### src/rtl/hyperbus_phy_seq.sv
// HyperBus PHY transaction sequencer: CS/CA/latency/data framing toward the transceiver.
// Optional read inactivity timeout enabled by defining HYPERBUS_PHY_SEQ_TIMEOUT_EN.
module hyperbus_phy_seq #(
    parameter int NumChips         = 2,
    parameter int BurstWidth       = 8,
    parameter int LatencyCycles    = 6,
    parameter int CsRecoveryCycles = 2,
    parameter int TimeoutCycles    = 1024
) (
    input  logic                        clk_i,
    input  logic                        rst_i,
    input  logic                        req_valid_i,
    output logic                        req_ready_o,
    input  logic                        req_write_i,
    input  logic [31:0]                 req_addr_i,
    input  logic [$clog2(NumChips)-1:0] req_cs_i,
    input  logic [BurstWidth-1:0]       req_len_i,
    input  logic [15:0]                 wdata_i,
    input  logic [1:0]                  wstrb_i,
    input  logic                        wvalid_i,
    output logic                        wready_o,
    output logic [15:0]                 rdata_o,
    output logic                        rvalid_o,
    input  logic                        rready_i,
    output logic                        done_o,
    output logic                        error_o,
    output logic [NumChips-1:0]         trx_cs_o,
    output logic                        trx_cs_ena_o,
    output logic                        trx_rwds_sample_ena_o,
    input  logic                        trx_rwds_sample_i,
    output logic                        trx_tx_clk_ena_o,
    output logic [15:0]                 trx_tx_data_o,
    output logic                        trx_tx_data_oe_o,
    output logic [1:0]                  trx_tx_rwds_o,
    output logic                        trx_tx_rwds_oe_o,
    output logic                        trx_rx_clk_set_o,
    output logic                        trx_rx_clk_reset_o,
    input  logic [15:0]                 trx_rx_data_i,
    input  logic                        trx_rx_valid_i,
    output logic                        trx_rx_ready_o
);

    typedef enum logic [2:0] {
        IDLE, CS_SETUP, CA, LATENCY, WRITE, READ, CS_HOLD, RECOVERY
    } state_e;

    localparam int CycW = $clog2(2*LatencyCycles + CsRecoveryCycles + 4);

    state_e                      state_q, state_d;
    logic                        write_q, flag_q;
    logic [31:0]                 addr_q;
    logic [$clog2(NumChips)-1:0] cs_q;
    logic [BurstWidth-1:0]       len_q;
    logic [CycW-1:0]             cyc_q;
    // One extra bit so a full 2^BurstWidth burst never wraps.
    logic [BurstWidth:0]         wcnt_q, rclk_q, len_ext;
    logic [47:0]                 ca;
    logic                        lat_last, rx_fire, rd_last, to_hit;

    assign len_ext  = {1'b0, len_q};
    assign ca       = {~write_q, 1'b0, 1'b1, addr_q[31:3], 13'd0, addr_q[2:0]};
    assign lat_last = cyc_q == (flag_q ? CycW'(2*LatencyCycles - 1) : CycW'(LatencyCycles - 1));
    assign rvalid_o = (state_q == READ) & trx_rx_valid_i;
    assign rdata_o  = (state_q == READ) ? trx_rx_data_i : 16'h0000;
    assign rx_fire  = rvalid_o & rready_i;
    assign rd_last  = rx_fire && (wcnt_q == len_ext);
    assign trx_rx_ready_o = rready_i;
    assign trx_cs_o = trx_cs_ena_o ? (NumChips'(1) << cs_q) : '0;

`ifdef HYPERBUS_PHY_SEQ_TIMEOUT_EN
    localparam int ToW = $clog2(TimeoutCycles + 1);
    logic [ToW-1:0] tcnt_q;

    // Restarts on READ entry and on every accepted word.
    always_ff @(posedge clk_i) begin
        if (rst_i)                                tcnt_q <= '0;
        else if (state_d != state_q || rx_fire)   tcnt_q <= '0;
        else if (state_q == READ)                 tcnt_q <= tcnt_q + 1'b1;
    end
    assign to_hit = (state_q == READ) && !rx_fire && (tcnt_q == ToW'(TimeoutCycles - 1));
`else
    assign to_hit = 1'b0;
`endif

    always_ff @(posedge clk_i) begin
        if (rst_i) state_q <= IDLE;
        else       state_q <= state_d;
    end

    always_comb begin
        state_d = state_q;
        unique case (state_q)
            IDLE:     if (req_valid_i) state_d = CS_SETUP;
            CS_SETUP: state_d = CA;
            CA:       if (cyc_q == CycW'(2)) state_d = LATENCY;
            LATENCY:  if (lat_last) state_d = write_q ? WRITE : READ;
            WRITE:    if (wcnt_q == len_ext) state_d = CS_HOLD;
            READ:     if (rd_last || to_hit) state_d = CS_HOLD;
            CS_HOLD:  state_d = RECOVERY;
            RECOVERY: if (cyc_q == CycW'(CsRecoveryCycles - 1)) state_d = IDLE;
            default:  state_d = IDLE;
        endcase
    end

    always_ff @(posedge clk_i) begin
        if (rst_i) begin
            write_q <= 1'b0;
            addr_q  <= '0;
            cs_q    <= '0;
            len_q   <= '0;
            flag_q  <= 1'b0;
            cyc_q   <= '0;
            wcnt_q  <= '0;
            rclk_q  <= '0;
        end else begin
            if (state_q == IDLE && req_valid_i) begin
                write_q <= req_write_i;
                addr_q  <= req_addr_i;
                cs_q    <= req_cs_i;
                len_q   <= req_len_i;
            end
            if (state_q == CA && cyc_q == CycW'(2)) flag_q <= trx_rwds_sample_i;
            cyc_q <= (state_d != state_q) ? '0 : cyc_q + 1'b1;
            if (state_d != state_q)                   wcnt_q <= '0;
            else if (state_q == WRITE || rx_fire)     wcnt_q <= wcnt_q + 1'b1;
            if (state_d != state_q)                         rclk_q <= '0;
            else if (state_q == READ && rclk_q <= len_ext)  rclk_q <= rclk_q + 1'b1;
        end
    end

    always_comb begin
        req_ready_o           = 1'b0;
        wready_o              = 1'b0;
        done_o                = 1'b0;
        error_o               = 1'b0;
        trx_cs_ena_o          = 1'b0;
        trx_rwds_sample_ena_o = 1'b0;
        trx_tx_clk_ena_o      = 1'b0;
        trx_tx_data_o         = 16'h0000;
        trx_tx_data_oe_o      = 1'b0;
        trx_tx_rwds_o         = 2'b00;
        trx_tx_rwds_oe_o      = 1'b0;
        trx_rx_clk_set_o      = 1'b0;
        trx_rx_clk_reset_o    = 1'b0;
        unique case (state_q)
            IDLE:     req_ready_o = 1'b1;
            CS_SETUP: trx_cs_ena_o = 1'b1;
            CA: begin
                trx_cs_ena_o          = 1'b1;
                trx_tx_clk_ena_o      = 1'b1;
                trx_tx_data_oe_o      = 1'b1;
                trx_rwds_sample_ena_o = (cyc_q == CycW'(1));
                trx_tx_data_o = (cyc_q == '0)         ? ca[47:32] :
                                (cyc_q == CycW'(1))   ? ca[31:16] : ca[15:0];
            end
            LATENCY: begin
                trx_cs_ena_o     = 1'b1;
                trx_tx_clk_ena_o = 1'b1;
            end
            WRITE: begin
                trx_cs_ena_o     = 1'b1;
                trx_tx_clk_ena_o = 1'b1;
                trx_tx_data_oe_o = 1'b1;
                trx_tx_rwds_oe_o = 1'b1;
                wready_o         = wvalid_i;
                // A missing beat still goes out, fully masked.
                trx_tx_data_o    = wvalid_i ? wdata_i : 16'h0000;
                trx_tx_rwds_o    = wvalid_i ? ~wstrb_i : 2'b11;
            end
            READ: begin
                trx_cs_ena_o       = 1'b1;
                trx_tx_clk_ena_o   = (rclk_q <= len_ext);
                trx_rx_clk_set_o   = (rclk_q == '0);
                trx_rx_clk_reset_o = rd_last | to_hit;
                error_o            = to_hit;
            end
            CS_HOLD:  trx_cs_ena_o = 1'b1;
            RECOVERY: done_o = (cyc_q == CycW'(CsRecoveryCycles - 1));
            default: ;
        endcase
    end

endmodule

### config.mk
export PLATFORM = sky130hd
export DESIGN_NAME = hyperbus_phy_seq
export DESIGN_NICKNAME = d
export VERILOG_FILES = /design/src/rtl/hyperbus_phy_seq.sv
export SDC_FILE = /design/constraint.sdc
export NUM_CORES = 1
export LEC_CHECK = 0
export BUFFER_PORTS_ARGS = -buffer_cell sky130_fd_sc_hd__buf_2
export CORE_UTILIZATION = 40
export CTS_CLUSTER_SIZE = 20
export DETAILED_ROUTE_END_ITERATION = 10
export HOLD_SLACK_MARGIN = 0.12
export PLACE_DENSITY_LB_ADDON = 0.3
export SYNTH_ARGS = -nofsm -noshare
export SYNTH_HDL_FRONTEND = slang
export SYNTH_SLANG_ARGS = --single-unit
### constraint.sdc
create_clock -name clk_i -period 2.4 [get_ports clk_i]
set_input_delay 0.24 -clock clk_i [delete_from_list [all_inputs] [get_ports clk_i]]
set_output_delay 0.24 -clock clk_i [all_outputs]
set_load 0.05 [all_outputs]
==> results.py, run 1 <==
metrics = {
    "logic_synthesis": {
        "synth_edf_count": 0,
        "synth-seq-cells": 69,
        "yosysWarningCount": 0,
        "synth-xor-area-share": 0.0624,
        "synthMuxAreaShare": 0.0137,
        "syn-instance-count": 466,
        "async_flop_share": 0,
        "synth_simple_gate_area_frac": 0.264,
        "synth_fp_nets": 564,
        "synthAdderAreaFrac": 0.0514,
        "synth_top_family_by_area": "simple AND/OR/NAND/NOR gates",
        "ys_seq_area_frac": 0.378,
        "synth_area_um2": 3650,
        "synth-compound-area-share": 0.161,
        "avgSynthCellArea_um2": 7.83,
        "ys.flop_type": "dfxtp_1",
        "synth.distinct_cells": 49,
    },
    "floorplan": {
        "die-area_um2": 9510,
        "fp.dieH_um": 97.5,
        "die_w_um": 97.5,
        "start_util": 0.417,
        "core_area_um2": 8760,
        "fp-row-count": 34,
        "num_io_pins": 132,
    },
    "place": {
        "dp_hpwl_mm": 6.99,
        "gp_congestion": 0.818,
        "portBuffers": 130,
    },
    "power": {
        "power_density_nw_per_um2": 552,
        "switching_share": 0.310,
        "ir_drop_mv": 0.324,
        "power_frac_comb": 0.191,
        "fin_total_pwr_mw": 2.58,
        "clkPwrFrac": 0.323,
        "internal_power_mw": 1.78,
        "pwr-share-seq": 0.486,
        "p_switching_mw": 0.802,
        "p_leak_nw": 2.15,
    },
    "routing": {
        "drt-wirelength-per-cell_um": 13.8,
        "first_pass_iters": 5,
        "antenna_left": 0,
        "vias_per_cell": 5.15,
        "drt-total-wl_mm": 9.81,
        "vias": 3675,
        "drc_errors": 0,
        "drtIter0Drc": 157,
    },
    "global_routing": {
        "overflow": 0,
        "grt.total_usage": 0.206,
        "use_met2": 0.335,
        "grt_pass1_vias": 3517,
        "gr-usage-met1": 0.257,
        "grtUsageMet3": 0.0489,
        "antenna_found_initial": 0,
        "grt_pass1_wl_mm": 16.2,
        "top_usage_layer": "met2",
        "grt_max_degree": 47,
    },
    "sta": {
        "finalSetupViolCount": 1,
        "max_freq_mhz": 416,
        "fin_tns_setup_ns": -0.00525,
        "fin_hold_ws_ns": 0.137,
        "finalWorstSetupSlack_ns": -0.00525,
        "skew_ns": 0.00954,
        "fin_crit_ns": 2.41,
        "slew_headroom": 0.666,
        "fin_crit_sh": 1.00,
        "worst_pin_slew_ns": 0.500,
        "final_max_slew_viol_count": 0,
        "hold_viol": 0,
    },
    "hold_path": {
        "hp-start": "req_addr_i[17]",
        "holdPathStages": 3,
        "hp-class": "in2reg",
        "holdPathEnd": "addr_q[17]",
    },
    "setup_path": {
        "timing_worst_setup_path_type": "reg2out",
        "required_ns": 2.16,
        "ff2ff_setup_slack_ns": 0.07,
        "r2r_cells": 10,
        "worstPathMaxFanout": 3,
        "crit_path_end_kind": "output pin",
        "critPathLaunchType": "flip-flop",
        "cp_data_arrival_time_ns": 2.17,
        "reg2reg_from": "len_q[6]",
        "r2r-end": "rclk_q[2]",
    },
    "final_layout": {
        "layout-drive-gt1-share": 0.322,
        "nNetsFinal": 698,
        "syn_to_final_growth_pct": 28.3,
        "antenna_cells": 0,
    },
    "run": {
        "drv_cap": 0,
    },
    "clock_network": {
        "cts_tree": "done",
        "cts-buffers-inserted": 9,
        "clock-sinks": 69,
        "cts_buffer_depth": 2,
        "clk_pin_slew_ns": 0.07,
        "htree_levels": 3,
        "cts-root-buf": "clkbuf_8",
        "clk-insertion-delay-late_ns": 0.34,
    },
    "status": {
        "violations": "setup timing",
        "status": "finished, violations left",
    },
}
==> routing by layer <==
metal  share of wire  routed length, µm
met3           0.075                731
met1            0.42               4120
met4           0.033                323
met5               0                  0
met2            0.47               4630
==> layout make-up <==
class                           count  area [µm²]
Clock buffer                       12         145
Clock inverter                      4        23.8
Fill cell                         833        4080
Inverter                           24        90.1
Multi-Input combinational cell    345        2080
Sequential cell                    69        1390
Tap cell                          108         135
Timing Repair Buffer              151         820
==> metrics by stage <==
step | setup WS (ns) | instance area (µm²) | util | std cells
2_1_floorplan | 0.00518 | 3680 | - | 466
3_3_place_gp | 0.277 | 4400 | 0.502 | 688
3_5_place_dp | 0.232 | 4400 | 0.502 | 688
4_1_cts | -0.0929 | 4590 | 0.524 | 705
5_1_grt | -0.0933 | 4680 | 0.534 | 713
6_report | -0.00525 | 4680 | 0.534 | 713
==> power by group through the flow <==
stage / logic [mW] / registers [mW] / clock network [mW]
CTS: 0.491 / 1.25 / 0.858
global route: 0.546 / 1.26 / 0.904
global placement: 0.477 / 1.28 / 0
floorplan: 0.357 / 1.26 / 0
finish: 0.494 / 1.26 / 0.834
detailed placement: 0.487 / 1.28 / 0
==> cells by family after synthesis <==
logic type	count (synthesis)
AO/OA/AOI/OAI	90
XOR/XNOR	26
adder cells (fa/ha/maj)	15
buffers and inverters	52
flip-flops	69
multiplexers	5
other	1
AND/OR/NAND/NOR	208
==> Yosys cell counts, types with 4 or more instances <==
cell      count  area, µm²
nor4_1        4       25.0
a22oi_1       4       30.0
a21oi_1      55        275
nor3_1        9       45.0
nand3_1      11       55.1
nor2_1       28        105
and3_1        4       25.0
nor2_2        8       50.1
buf_2         8       40.0
a222oi_1     10        100
nand4_1       7       43.8
and2_1       19        119
dfxtp_1      69       1380
nand2_1     106        398
xnor2_1      17        149
o21ai_0       6       30.0
inv_1        24       90.1
clkbuf_1     14       52.6
xor2_1        9       78.8
ha_1         15        188
mux2i_1       5       50.1
==> timing repair <==
action                     in CTS  in global routing
hold endpoints to repair        1                  0
gates resized for setup         4                 11
setup buffers                   0                  8
setup endpoints to repair      17                 16
hold buffers                    1                  0
pin swaps                       0                  5
cloned                          0                  0
==> worst max-delay path by stage <==
stage               start               end  slack [ns]
6_report        rclk_q[0]  trx_rx_clk_set_o      -0.005
3_3_place_gp     len_q[6]  trx_tx_clk_ena_o        0.28
3_5_place_dp     len_q[6]  trx_tx_clk_ena_o        0.23
4_1_cts          len_q[6]  trx_tx_clk_ena_o       -0.09
2_1_floorplan  state_q[1]       trx_cs_o[1]       0.005
5_1_grt         rclk_q[0]  trx_rx_clk_set_o       -0.09
==> worst max-delay path, cell delays in order, from the launching register on <==
cell	delay [ns]
dfxtp_1	0.34
inv_1	0.10
ha_1	0.16
or4b_2	0.61
nor4_2	0.30
buf_2	0.32
==> layout by cell type, fill, tap and decap left out, types with 4 or more instances in the layout <==
master    synthesis  final
inv_1            24     24
a22oi_1           4      4
dfxtp_1          69     63
dfxtp_2           0      6
nand4_1           7      7
buf_2             8    128
a222oi_1         10     10
and2_1           19     19
xor2_1            9      9
mux2i_1           5      5
ha_1             15     15
nand3_1          11     11
buf_4             3     20
nand2_1         106    105
clkbuf_8          0     10
a21oi_1          55     55
nor2_2            8      8
nor2_1           28     28
nor3_1            9      6
xnor2_1          17     17
==> sequential cells by signal (all words and copies together), names as in the netlist <==
name	count
cs_q	1
write_q	1
rclk_q	9
cyc_q	5
flag_q	1
state_q	3
len_q	8
wcnt_q	9
addr_q	32
(Power assumes the default switching activity.)
==> run 2, diff against run 1 <==
- CAP_MARGIN: default -> 25
- CORE_UTILIZATION: 40 -> 49
- CTS_BUF_LIST: default -> sky130_fd_sc_hd__clkbuf_16
==> run 2 against run 1 <==
  * The run now ends clean
  * Clock power increased by 49%
  * Worst setup slack improved by 0.075 ns
  * Via count fell by 0.41%
  * Clock-buffer cell count fell by 3
  * Non-clock buffer count decreased by 6
  * Die area down 18%
  * Sequential cell count did not move
  * Highest routed layer unchanged
  * Critical path type unchanged
  * Routed wire length grew 0.48%
  * Total power rose by 16%
  * Sequential share of layout area down 0.34 points
==> results.py, run 2 (synthesis results as in run 1) <==
metrics = {
    "status": {
        "status": "completed",
    },
    "final_layout": {
        "seqCellArea_um2": 1390,
        "stdcell_count": 697,
        "multiInputGateArea_um2": 2070,
        "layout-drive-gt1-share": 0.311,
        "final_cell_mix": "buf_2, nand2_1, dfxtp_1, a21oi_1, nor2_1",
        "fillers": 621,
        "nNetsFinal": 692,
        "top_regs": "addr_q: 32 flops, rclk_q: 9 flops, wcnt_q: 9 flops",
        "largest_reg_flops": 32,
        "syn_to_final_growth_pct": 29.9,
        "final_common_cell": "buf_2",
        "regMostFlops": "addr_q",
        "antenna_cells": 0,
    },
    "sta": {
        "fin_crit_ns": 2.33,
        "fin_crit_sh": 0.971,
        "final_max_slew_viol_count": 0,
        "fin_tns_setup_ns": 0,
        "max_freq_mhz": 429,
        "rsz0062_at_grt": "false",
        "hold_viol": 0,
        "skew_ns": 0.00447,
        "worst_pin_slew_ns": 0.503,
        "fin_hold_ws_ns": 0.150,
        "slew_headroom": 0.665,
        "finalSetupViolCount": 0,
    },
    "floorplan": {
        "num_io_pins": 132,
        "core_area_um2": 7210,
        "die-area_um2": 7800,
        "die_w_um": 88.3,
        "fp.dieH_um": 88.3,
        "fp-row-count": 31,
        "start_util": 0.506,
    },
    "setup_path": {
        "cp_slowest_cell": "a2111oi_4",
        "r2r-end": "rclk_q[5]",
        "crit_path_end_kind": "output pin",
        "reg2reg_from": "len_q[6]",
        "cp_data_arrival_time_ns": 2.09,
        "ff2ff_setup_slack_ns": 0.17,
        "crit_buf_inv": 2,
        "r2r_cells": 9,
        "timing_worst_setup_path_type": "reg2out",
        "critPathTopFamily": "compound AO/OA/AOI/OAI gates",
        "required_ns": 2.16,
        "critPathLaunchType": "flip-flop",
        "worstPathMaxFanout": 3,
        "crit_path_cell_trace": "inv_1, ha_1, a21o_1, a2111oi_4, a22oi_2, nand4_1, buf_6",
        "slowest_delay_ns": 0.37,
    },
    "hold_path": {
        "hp-start": "req_addr_i[7]",
        "holdPathStages": 3,
        "holdPathEnd": "addr_q[7]",
        "hp-class": "in2reg",
    },
    "routing": {
        "first_pass_iters": 5,
        "drt-total-wl_mm": 9.86,
        "drt-wirelength-per-cell_um": 14.1,
        "antenna_left": 0,
        "drc_errors": 0,
        "vias": 3660,
        "vias_per_cell": 5.25,
        "drtIter0Drc": 235,
    },
    "power": {
        "switching_share": 0.276,
        "fin_total_pwr_mw": 3.00,
        "ir_drop_mv": 0.374,
        "internal_power_mw": 2.17,
        "pwr-share-seq": 0.419,
        "p_switching_mw": 0.828,
        "power_frac_comb": 0.166,
        "clkPwrFrac": 0.415,
        "p_leak_nw": 2.17,
        "power_density_nw_per_um2": 633,
    },
    "place": {
        "dp.cells": 679,
        "dp_hpwl_mm": 7.00,
        "portBuffers": 130,
        "gp_congestion": 0.870,
    },
    "clock_network": {
        "cts_tree": "done",
        "clock-sinks": 69,
        "htree_levels": 3,
        "cts-root-buf": "clkbuf_16",
        "cts_buffer_depth": 2,
        "clk_pin_slew_ns": 0.06,
        "clk-insertion-delay-late_ns": 0.32,
        "cts-buffers-inserted": 9,
    },
    "global_routing": {
        "overflow": 0,
        "antenna_found_initial": 0,
        "grt_max_degree": 47,
        "grt.total_usage": 0.261,
        "grt_pass1_wl_mm": 15.7,
        "grt_pass1_vias": 3458,
    },
    "run": {
        "drv_cap": 0,
    },
}
## run 2: changes by cell type in the layout (fill, tap and decap cells not counted), moves of 2 or more
| cell | change |
|---|---|
| buf_2 | -3 |
| buf_4 | -3 |
| clkbuf_1 | -2 |
| clkbuf_16 | +9 |
| clkbuf_8 | -10 |
| clkinv_1 | +2 |
| dfxtp_2 | -2 |
## run 2: how the worst max path moves through the flow
stage | startpoint | endpoint | cells after the start
after detailed placement | len_q[6] | trx_tx_clk_ena_o | 7
after CTS | len_q[6] | trx_tx_clk_ena_o | 7
final | len_q[6] | trx_tx_clk_ena_o | 7
after global routing | cyc_q[2] | trx_tx_data_o[1] | 7
after global placement | len_q[6] | trx_tx_clk_ena_o | 7
after floorplan | state_q[1] | trx_cs_o[1] | 4
## run 2: per-stage QoR
step	utilization	cell area (µm²)	setup slack [ns]
global placement	0.610	4400	0.282
global route	0.657	4740	0.00463
floorplan	-	3680	0.00518
CTS	0.653	4710	0.00703
detailed placement	0.610	4400	0.155
finish	0.657	4740	0.0695
## run 2: worst register-to-register path, cell delays in order, from the launching register on
cell	delay, ns
dfxtp_2	0.35
inv_1	0.06
ha_1	0.32
a21o_1	0.20
a2111oi_4	0.37
a22oi_2	0.16
buf_4	0.18
a21oi_1	0.24
xnor2_1	0.16
nor2_1	0.05
## run 2: metal layers
metal	GRT usage	up-vias	wire, µm
li1	-	1827	-
met1	0.331	1652	4160
met5	0	-	0
met3	0.0578	31	711
met2	0.414	150	4630
met4	0.142	0	357
## run 2: timing repair
action	4_1_cts	5_1_grt
setup endpoints to repair	17	15
resized for setup	4	14
buffers inserted	2	1
hold buffers	0	0
pin swaps	2	4
## run 2: area by class of cell
class,instances,area share
clock buffer,9,0.0475
clock inverter,6,0.0116
inverter,24,0.0190
multi-input combinational,345,0.436
sequential,69,0.293
tap,99,0.0261
timing repair buffer,145,0.167
## run 2: power groups by stage
stage / logic, mW / clock network, mW / registers [mW]
final: 0.499 / 1.24 / 1.26
after global routing: 0.547 / 1.32 / 1.26
after CTS: 0.497 / 1.26 / 1.26
after detailed placement: 0.493 / 0 / 1.28
after global placement: 0.483 / 0 / 1.28
after floorplan: 0.357 / 0 / 1.26
